## src/rtl/pipelined_adder_pkg.sv

```systemverilog
// ============================================================================
// pipelined_adder_pkg
// Purpose : Shared definitions for the pipelined adder/subtractor slice of the
//           datapath: default geometry, the operation encoding and a helper
//           that validates a WIDTH/STAGES pair at elaboration time.
// Ports   : none (package)
// ============================================================================
package pipelined_adder_pkg;

    localparam int DEFAULT_WIDTH  = 16;
    localparam int DEFAULT_STAGES = 4;

    // Operation requested on the input side; the sub input maps straight onto it.
    typedef enum logic {
        OP_ADD = 1'b0,
        OP_SUB = 1'b1
    } op_e;

    // A geometry is legal when both sizes are positive and the operand splits
    // into equal slices, one slice per pipeline stage.
    function automatic bit stage_config_ok(int width, int stages);
        if (width < 1 || stages < 1) begin
            return 1'b0;
        end
        return (width % stages) == 0;
    endfunction

endpackage

```

## src/rtl/pipelined_adder_if.sv

```systemverilog
// ============================================================================
// pipelined_adder_if
// Purpose : Bundles the operand (input) and result (output) handshakes of the
//           pipelined adder.
// Signals : in_valid/in_ready  operand beat handshake
//           a, b, cin, sub     operands, carry-in and add/subtract select
//           out_valid/out_ready result beat handshake
//           sum, cout, ovf     result, carry out of MSB, signed overflow
// Modports: slave  - the adder itself
//           master - the producer/consumer side driving operands, taking results
// ============================================================================
interface pipelined_adder_if
    import pipelined_adder_pkg::*;
#(
    parameter int WIDTH = DEFAULT_WIDTH
);

    logic             in_valid;
    logic             in_ready;
    logic [WIDTH-1:0] a;
    logic [WIDTH-1:0] b;
    logic             cin;
    logic             sub;
    logic             out_valid;
    logic             out_ready;
    logic [WIDTH-1:0] sum;
    logic             cout;
    logic             ovf;

    modport slave (
        input  in_valid, a, b, cin, sub, out_ready,
        output in_ready, out_valid, sum, cout, ovf
    );

    modport master (
        output in_valid, a, b, cin, sub, out_ready,
        input  in_ready, out_valid, sum, cout, ovf
    );

endinterface

```

## src/rtl/pipelined_adder_slice.sv

```systemverilog
// ============================================================================
// full_adder / adder_slice
// Purpose : Combinational building blocks of one pipeline stage. adder_slice
//           ripples a carry through SLICE full_adder cells.
// Ports   : full_adder  a, b, cin -> sum, cout
//           adder_slice a[SLICE], b[SLICE], cin -> sum[SLICE], cout,
//                       carry_msb (carry into the slice MSB, used for the
//                       signed-overflow flag of the top slice)
// ============================================================================
module full_adder (
    input  logic a,
    input  logic b,
    input  logic cin,
    output logic sum,
    output logic cout
);

    assign sum  = a ^ b ^ cin;
    assign cout = (a & b) | (cin & (a ^ b));

endmodule

module adder_slice #(
    parameter int SLICE = 4
) (
    input  logic [SLICE-1:0] a,
    input  logic [SLICE-1:0] b,
    input  logic             cin,
    output logic [SLICE-1:0] sum,
    output logic             cout,
    output logic             carry_msb
);

    // The carry chain is SLICE+1 bits: bit 0 is the incoming carry, bit SLICE
    // is the carry leaving the slice.
    logic [SLICE:0] carry;

    assign carry[0] = cin;

    for (genvar i = 0; i < SLICE; i++) begin : g_bit
        full_adder u_fa (
            .a    (a[i]),
            .b    (b[i]),
            .cin  (carry[i]),
            .sum  (sum[i]),
            .cout (carry[i+1])
        );
    end

    assign cout      = carry[SLICE];
    assign carry_msb = carry[SLICE-1];

endmodule

```

## src/rtl/pipelined_adder.sv

```systemverilog
// ============================================================================
// pipelined_adder
// Purpose : Pipelined ripple-carry adder/subtractor. A WIDTH-bit add is split
//           into STAGES equal slices; each stage adds one slice using the carry
//           registered by the previous stage. Sustains one result per cycle.
// Ports   : clk  - clock, all state on the rising edge
//           rst  - synchronous active-high reset, empties the pipe
//           bus  - pipelined_adder_if.slave: operand handshake (in_valid,
//                  in_ready, a, b, cin, sub) and result handshake (out_valid,
//                  out_ready, sum, cout, ovf)
// ============================================================================
module pipelined_adder
    import pipelined_adder_pkg::*;
#(
    parameter int WIDTH  = DEFAULT_WIDTH,
    parameter int STAGES = DEFAULT_STAGES
) (
    input  logic             clk,
    input  logic             rst,
    pipelined_adder_if.slave bus
);

    localparam int SLICE = (STAGES > 0) ? (WIDTH / STAGES) : 1;

    if (!stage_config_ok(WIDTH, STAGES)) begin : g_param_check
        $error("pipelined_adder: WIDTH must be >= 1, STAGES >= 1 and WIDTH a multiple of STAGES");
    end

    // Pipeline registers, one entry per stage. Each entry carries the operands
    // (upper slices still to be added), the sum bits completed so far, the
    // carry out of the slice just added and the beat's valid bit.
    logic [WIDTH-1:0]  a_q     [STAGES];
    logic [WIDTH-1:0]  a_d     [STAGES];
    logic [WIDTH-1:0]  b_q     [STAGES];
    logic [WIDTH-1:0]  b_d     [STAGES];
    logic [WIDTH-1:0]  sum_q   [STAGES];
    logic [WIDTH-1:0]  sum_d   [STAGES];
    logic [STAGES-1:0] carry_q;
    logic [STAGES-1:0] carry_d;
    logic [STAGES-1:0] valid_q;
    logic [STAGES-1:0] valid_d;
    logic              ovf_q;
    logic              ovf_d;

    // What each stage's adder sees: the live inputs for stage 0, the previous
    // stage's register for every later stage.
    logic [WIDTH-1:0]  stage_a   [STAGES];
    logic [WIDTH-1:0]  stage_b   [STAGES];
    logic [WIDTH-1:0]  stage_sum [STAGES];
    logic [STAGES-1:0] stage_cin;
    logic [STAGES-1:0] stage_valid;

    logic [WIDTH-1:0]  slice_sum;
    logic [STAGES-1:0] slice_cout;
    logic [STAGES-1:0] slice_cmsb;

    logic              advance;
    op_e               op;

    // The whole pipe moves together; it only holds when a result is waiting
    // and the consumer is not taking it.
    assign advance = !valid_q[STAGES-1] || bus.out_ready;

    // Subtraction is a + ~b + 1, so b is inverted once on capture and the
    // inverted copy travels down the pipe; cin is replaced by the +1.
    always_comb begin
        op = op_e'(bus.sub);
        for (int k = 0; k < STAGES; k++) begin
            stage_a[k]     = '0;
            stage_b[k]     = '0;
            stage_sum[k]   = '0;
            stage_cin[k]   = 1'b0;
            stage_valid[k] = 1'b0;
        end
        stage_a[0]     = bus.a;
        stage_b[0]     = (op == OP_SUB) ? ~bus.b : bus.b;
        stage_cin[0]   = (op == OP_SUB) ? 1'b1 : bus.cin;
        stage_valid[0] = bus.in_valid;
        for (int k = 1; k < STAGES; k++) begin
            stage_a[k]     = a_q[k-1];
            stage_b[k]     = b_q[k-1];
            stage_sum[k]   = sum_q[k-1];
            stage_cin[k]   = carry_q[k-1];
            stage_valid[k] = valid_q[k-1];
        end
    end

    // One ripple slice per stage, each working on its own bit range.
    for (genvar k = 0; k < STAGES; k++) begin : g_slice
        adder_slice #(
            .SLICE (SLICE)
        ) u_slice (
            .a         (stage_a[k][k*SLICE +: SLICE]),
            .b         (stage_b[k][k*SLICE +: SLICE]),
            .cin       (stage_cin[k]),
            .sum       (slice_sum[k*SLICE +: SLICE]),
            .cout      (slice_cout[k]),
            .carry_msb (slice_cmsb[k])
        );
    end

    // Next register contents: pass operands along, drop the freshly computed
    // slice into the running sum, and keep the carry for the next stage.
    // Overflow only means something once the top slice is done.
    always_comb begin
        for (int k = 0; k < STAGES; k++) begin
            a_d[k]                      = stage_a[k];
            b_d[k]                      = stage_b[k];
            sum_d[k]                    = stage_sum[k];
            sum_d[k][k*SLICE +: SLICE]  = slice_sum[k*SLICE +: SLICE];
            carry_d[k]                  = slice_cout[k];
            valid_d[k]                  = stage_valid[k];
        end
        ovf_d = slice_cmsb[STAGES-1] ^ slice_cout[STAGES-1];
    end

    // Reset clears valid bits and data so nothing from before reset can ever
    // surface; otherwise the pipe shifts on advance and holds on a stall.
    always_ff @(posedge clk) begin
        if (rst) begin
            for (int k = 0; k < STAGES; k++) begin
                a_q[k]   <= '0;
                b_q[k]   <= '0;
                sum_q[k] <= '0;
            end
            carry_q <= '0;
            valid_q <= '0;
            ovf_q   <= 1'b0;
        end else if (advance) begin
            for (int k = 0; k < STAGES; k++) begin
                a_q[k]   <= a_d[k];
                b_q[k]   <= b_d[k];
                sum_q[k] <= sum_d[k];
            end
            carry_q <= carry_d;
            valid_q <= valid_d;
            ovf_q   <= ovf_d;
        end
    end

    assign bus.in_ready  = advance;
    assign bus.out_valid = valid_q[STAGES-1];
    assign bus.sum       = sum_q[STAGES-1];
    assign bus.cout      = carry_q[STAGES-1];
    assign bus.ovf       = ovf_q;

endmodule
```

## src/flat_wrapper.sv

```systemverilog
// flat-port wrapper written by rule: the top's interface ports become plain ports
module pipelined_adder_flat import pipelined_adder_pkg::*;
#(
    parameter int WIDTH  = DEFAULT_WIDTH,
    parameter int STAGES = DEFAULT_STAGES
)
  (clk, rst, bus_in_valid, bus_a, bus_b, bus_cin, bus_sub, bus_out_ready, bus_in_ready, bus_out_valid, bus_sum, bus_cout, bus_ovf);
  pipelined_adder_if #(.WIDTH(WIDTH)) bus_i ();
  input  logic clk;
  input  logic rst;
  input wire logic [$bits(bus_i.in_valid)-1:0] bus_in_valid;
  input wire logic [$bits(bus_i.a)-1:0] bus_a;
  input wire logic [$bits(bus_i.b)-1:0] bus_b;
  input wire logic [$bits(bus_i.cin)-1:0] bus_cin;
  input wire logic [$bits(bus_i.sub)-1:0] bus_sub;
  input wire logic [$bits(bus_i.out_ready)-1:0] bus_out_ready;
  output wire logic [$bits(bus_i.in_ready)-1:0] bus_in_ready;
  output wire logic [$bits(bus_i.out_valid)-1:0] bus_out_valid;
  output wire logic [$bits(bus_i.sum)-1:0] bus_sum;
  output wire logic [$bits(bus_i.cout)-1:0] bus_cout;
  output wire logic [$bits(bus_i.ovf)-1:0] bus_ovf;
  assign bus_i.in_valid = bus_in_valid;
  assign bus_i.a = bus_a;
  assign bus_i.b = bus_b;
  assign bus_i.cin = bus_cin;
  assign bus_i.sub = bus_sub;
  assign bus_i.out_ready = bus_out_ready;
  assign bus_in_ready = bus_i.in_ready;
  assign bus_out_valid = bus_i.out_valid;
  assign bus_sum = bus_i.sum;
  assign bus_cout = bus_i.cout;
  assign bus_ovf = bus_i.ovf;
  pipelined_adder #(.WIDTH(WIDTH), .STAGES(STAGES)) u_core (.clk(clk), .rst(rst), .bus(bus_i));
endmodule
```

## config.mk

```make
export PLATFORM = sky130hd
export DESIGN_NAME = pipelined_adder_flat
export DESIGN_NICKNAME = d
export VERILOG_FILES = /design/src/rtl/pipelined_adder_pkg.sv /design/src/rtl/pipelined_adder_if.sv /design/src/rtl/pipelined_adder_slice.sv /design/src/rtl/pipelined_adder.sv /design/src/flat_wrapper.sv
export SDC_FILE = /design/constraint.sdc
export NUM_CORES = 1
export LEC_CHECK = 0
export CAP_MARGIN = 25
export CORE_MARGIN = 2
export CORE_UTILIZATION = 50
export DETAILED_ROUTE_END_ITERATION = 7
export DONT_BUFFER_PORTS = 1
export GPL_TIMING_DRIVEN = 0
export MAX_ROUTING_LAYER = met4
export PLACE_DENSITY_LB_ADDON = 0.3
export SLEW_MARGIN = 15
export SYNTH_ARGS = -nofsm -noshare
export SYNTH_HDL_FRONTEND = slang
export SYNTH_SLANG_ARGS = --single-unit
```

## constraint.sdc

```tcl
create_clock -name clk -period 4.88 [get_ports clk]
set_input_delay 0.732 -clock clk [delete_from_list [all_inputs] [get_ports clk]]
set_output_delay 0.732 -clock clk [all_outputs]
set_load 0.02 [all_outputs]
```

==> impl_metrics.csv, run 1 <==
group,metric,value,unit
timing,setup_viol,0,
run,maxCapViolCount,0,
power_and_ir_drop,ir_worst_vdd,0.1161,mV
synth,ys_warn_count,0,
placement,place_hpwl,3.935,mm
route,wl,5.893,mm
timing,hold_viol_final,0,
setup_path,r2r_start,"u_core.b_q[0][44]",
timing,finalCritPeriodShare,60.78,%
setup_path,cp.arrival,3.08,ns
grt,first_global_vias,1885,
setup_path,reg2regPathDepth,8,
hold_path,hold_path.class,"register to register",
power_and_ir_drop,finalPower,1654,uW
timing,fin_worst_skew,0.006982,ns
route,first_pass_iters,4,
placement,port_buffers,0,
timing,rsz0062_at_grt,"false",
synth,synth_top_area_share,63.81,%
cts,cts-root-buf,"clkbuf_8",
synth,synth_ff_type,"edfxtp_1",
setup_path,rr_endpoint,"u_core.sum_q[0][63]",
synth,ys_seq_area_share,68.16,%
setup_path,critPathCaptureType,"register",
hold_path,whs_path_depth,2,
route,dr.first_iter.drc_count,98,
route,vias,1906,
grt,antenna_found_initial,0,
synth,synthCells,286,
grt,grt_pass1_wl,9.542,mm
setup_path,endpoint,"u_core.sum_q[0][3]",
setup_path,critPathMaxFanout,10,
timing,final.min_clock_period,2.966,ns
cts,clock_sink_count,97,
floorplanning,die_y,95.01,um
cts,clk_latency,0.36,ns
timing,maxSlewHeadroom,66.34,%
setup_path,crit_type,"input port to register",
status,status,"finished, final reports clean",
route,postRouteAntennaNets,0,
synth,synth_most_common_cell,"edfxtp_1",
route,vias_per_cell,4.672,
cells_and_area,drive_gt1_share,10.56,%
cells_and_area,fin_nets,352,
synth,netlist_top_cells_area,"edfxtp_1 (64%), and2_1 (10%), fa_1 (7.7%), dfxtp_1 (4.4%), xnor2_1 (3.4%)",
synth,netlist_area,4141,um^2
setup_path,worstSetupStartpointType,"input port",
cells_and_area,antenna_cells,0,
synth,async_flop_share,0,%
synth,syn-num-nets,340,
floorplanning,ios,58,
placement,gp_congestion,0.7184,
cts,cts_tree,"built",
timing,setup-tns-final,0,ns
setup_path,setup.worst_path.start,"bus_sub",
grt,track_usage,15.29,%
grt,grt_overflow,0,
synth,synth_area_per_cell,14.48,um^2
floorplanning,coreArea,8134,um^2
synth,ys_ff_latch,97,
setup_path,ff2ff_setup_slack,2.63,ns
synth,ys_top_cells_by_count,"edfxtp_1 (88), and2_1 (67), nor2_1 (27)",
floorplanning,die_w,95.01,um
cts,cts_resized,0,
route,post_drt_wl_per_cell,14.44,um
grt,grt_start_max_net_pins,58,
cts,post_cts_buffers,0,
setup_path,crit_required,5.00,ns
cts,clk_path_buf_depth,2,
route,route.detailed.drc,0,
synth,yosysTopAreaCell,"edfxtp_1",
floorplanning,die-area,9027,um^2
cts,cts-htree-levels,3,
cells_and_area,area_growth,9.335,%
power_and_ir_drop,power_leakage,0.001820,uW
timing,tightest_slew,0.5049,ns
synth,synth_edf_count,88,
cts,cts_hold_buf,0,
floorplanning,rows,33,
power_and_ir_drop,power_density,365.2,nW/um^2
cts,numCtsBuffers,9,
synth,synth_cell_types,20,
cts,clkTransAtPathRegs,0.09,ns
floorplanning,start_util,50.92,%
timing,fmax,0.3372,GHz
timing,slew_viol_final,0,
-- metrics by stage --
stage	utilization, %	cell area, um^2	worst slack [ns]	std cells	hold slack (ns)
2_1_floorplan	-	4141	1.246	286	0.4319
3_3_place_gp	52.53	4273	0.3418	391	0.4391
3_5_place_dp	52.96	4308	1.512	392	0.4502
4_1_cts	55.67	4528	1.905	408	0.4626
5_1_grt	55.67	4528	1.794	408	0.4879
6_report	55.67	4528	1.914	408	0.4638
-- placed cells by master, fill, tap and decap left out, drive strengths merged, types with 3 or more instances in the layout --
cell and count:
buf 11, a21oi 5, edfxtp 88, and2 67
dfxtp 9, xnor2 16, nor2 28, inv 26
clkbuf 15, nand2 10, a211oi 3, fa 16
-- how the worst min path moves through the flow --
stage	slack, ns	start	to
after CTS	0.46	u_core.carry_q[0]	u_core.carry_q[0]
after detailed placement	0.45	u_core.carry_q[0]	u_core.carry_q[0]
after floorplan	0.43	u_core.carry_q[0]	u_core.carry_q[0]
final	0.46	u_core.valid_q[1]	u_core.valid_q[1]
after global placement	0.44	u_core.valid_q[1]	u_core.valid_q[1]
after global routing	0.49	u_core.carry_q[0]	u_core.carry_q[0]
-- where the power goes --
group          internal (uW)  total, uW  switching (uW)
Sequential               965        990            24.6
Combinational           48.4        101            52.4
Clock                    301        563             262
-- cell type report --
cell class / instances / area [um^2]
Timing Repair Buffer: 1 / 27.53
Fill cell: 628 / 3606
Tap cell: 105 / 131.4
Sequential cell: 97 / 2823
Buffer: 14 / 108.9
Inverter: 26 / 97.59
Clock buffer: 11 / 141.4
Clock inverter: 5 / 78.83
Multi-Input combinational cell: 149 / 1120
-- logic make-up after synthesis --
| group | count (synthesis) | synth area share, % |
|---|---|---|
| AOI/OAI and AO/OA | 8 | 1.148 |
| xor gates and xnor gates | 17 | 3.595 |
| adders and majority gates | 16 | 7.734 |
| buffers and inverters | 40 | 4.984 |
| DFF | 97 | 68.16 |
| and+or+nand+nor | 108 | 14.38 |
-- per-layer routing --
layer	GRT usage [%]	part of all wire, %	up-vias	routed length (um)
met3	3.557	4.4	8	257
met2	23.17	48	59	2820
met5	-	0	-	0
met4	7.971	2.0	0	119
li1	-	-	947	-
met1	19.42	46	892	2696
-- sequential cells by signal, indices dropped and copies added (netlist names) --
name            flops
u_core.carry_q      4
u_core.b_q         24
u_core.valid_q      4
u_core.a_q         24
u_core.bus.ovf      1
u_core.sum_q       40
-- worst max-delay path: stages --
cell	delay, ns
buf_2	0.21
buf_4	0.24
xnor2_1	0.11
fa_1	0.41
fa_1	0.39
fa_1	0.37
inv_1	0.08
fa_1	0.40
and2_1	0.14
Note: power is estimated with default switching activity, not from simulation.
==> run 2, diff against run 1 <==
clock period = 2.5 ns   (was 4.88 ns; I/O delays follow)
==> impl_metrics.csv, run 2 (synthesis results as in run 1) <==
group,metric,value,unit
status,status,"finished, final reports clean",
cts,cts_tree,"built",
route,postRouteAntennaNets,0,
timing,slew_viol_final,0,
cells_and_area,design_area,4532,um^2
setup_path,crit_family,"adder cells",
route,dr.first_iter.drc_count,102,
placement,pre_cts_ws,-0.3127,ns
setup_path,crit_required,2.63,ns
timing,rsz0062_at_grt,"false",
power_and_ir_drop,power_density,703.6,nW/um^2
cells_and_area,regArea,2823,um^2
cts,clk_path_buf_depth,2,
cells_and_area,reg_top3,"u_core.sum_q (40), u_core.a_q (24), u_core.b_q (24)",
cells_and_area,final_common_cell,"edfxtp_1",
cells_and_area,fill_cells,636,
grt,grt_pass1_wl,9.384,mm
setup_path,critPathBufInv,3,
setup_path,max_stage_delay,0.41,ns
grt,first_global_vias,1918,
power_and_ir_drop,finalPower,3189,uW
hold_path,hold_path.class,"input port to register",
setup_path,critPathMaxFanout,10,
timing,final.min_clock_period,2.413,ns
setup_path,critPathCaptureType,"register",
cts,cts_hold_buf,0,
route,vias,1944,
timing,fmax,0.4144,GHz
timing,hold_viol_final,0,
cts,clock_sink_count,97,
placement,gp_congestion,0.7246,
cts,clk_latency,0.36,ns
floorplanning,die-area,9027,um^2
timing,fin_worst_skew,0.01280,ns
floorplanning,coreArea,8134,um^2
power_and_ir_drop,ir_worst_vdd,0.2855,mV
timing,maxSlewHeadroom,66.88,%
cells_and_area,regMostFlops,"u_core.sum_q",
cts,cts-root-buf,"clkbuf_8",
floorplanning,die_y,95.01,um
floorplanning,die_w,95.01,um
cells_and_area,drive_gt1_share,11.88,%
floorplanning,rows,33,
timing,setup_viol,0,
floorplanning,start_util,50.92,%
route,wl,5.920,mm
cells_and_area,final_cell_mix,"edfxtp_1 (88), and2_1 (67), nor2_1 (27)",
cells_and_area,fin_nets,352,
cells_and_area,area_growth,9.426,%
grt,grt_overflow,0,
power_and_ir_drop,power_leakage,0.001825,uW
setup_path,crit_type,"input port to register",
setup_path,cp_slowest_cell,"fa_1",
floorplanning,ios,58,
cells_and_area,multi_input_area,1125,um^2
placement,place_hpwl,3.991,mm
cts,cts_resized,0,
route,route.detailed.drc,0,
placement,place_area,4323,um^2
cells_and_area,antenna_cells,0,
timing,finalCritPeriodShare,96.54,%
route,vias_per_cell,4.765,
setup_path,cp.arrival,2.54,ns
route,post_drt_wl_per_cell,14.51,um
run,maxCapViolCount,0,
placement,port_buffers,0,
setup_path,crit_chain,"buf_4 > buf_8 > xnor2_1 > fa_2 > fa_2 > fa_1 > inv_1 > fa_1 > and2_1",
timing,tightest_slew,0.4969,ns
grt,track_usage,14.96,%
grt,grt_start_max_net_pins,59,
cts,post_cts_buffers,0,
cells_and_area,largest_register_ffs,40,
grt,antenna_found_initial,0,
timing,timing.final.ws_setup,0.08659,ns
cts,cts-htree-levels,3,
route,first_pass_iters,4,
timing,whs,0.1426,ns
setup_path,worstSetupStartpointType,"input port",
cts,numCtsBuffers,9,
cts,clkTransAtPathRegs,0.10,ns
[run 2: cell count changes in the layout (fill, tap and decap cells not counted), sizes merged]
cell,previous run,this run
inv,26,29
clkbuf,15,13
clkinv,1,3
clkinvlp,2,0
bufinv,2,1
[run 2: layout make-up]
type                       count  share of cell area [%]
clock inverter                 7                   1.877
tap                          105                   2.899
multi-input combinational    149                   24.82
buffer                        14                   2.623
sequential                    97                   62.29
timing repair buffer           1                  0.6074
inverter                      26                   2.154
clock buffer                   9                   2.733
[run 2: per-stage QoR]
| step | util, % | instances | setup TNS (ns) |
|---|---|---|---|
| floorplan | - | 286 | -0.2100 |
| global placement | 52.75 | 391 | -27.01 |
| detailed placement | 53.15 | 392 | -0.3127 |
| CTS | 55.71 | 408 | 0 |
| global route | 55.71 | 408 | 0 |
| finish | 55.71 | 408 | 0 |
[run 2: final timing paths]
path,from,end,slack [ns],depth (start not counted)
min reg2reg,u_core.valid_q[2],u_core.valid_q[2],0.46,2
max reg2reg,u_core.b_q[0][44],u_core.sum_q[0][63],0.27,8
min,bus_in_valid,u_core.valid_q[0],0.14,2
max,bus_sub,u_core.sum_q[0][3],0.09,9
[run 2: where the power goes]
part	internal (uW)	total, uW	switching, uW
Clock	482	1050	571
Sequential	1880	1930	48.6
Combinational	98.3	203	105
[run 2: routing by layer]
layer,part of all wire (%),global-route usage (%)
met5,0,-
met4,1.8,7.488
met3,3.6,3.636
met2,50,23.64
met1,44,18.10
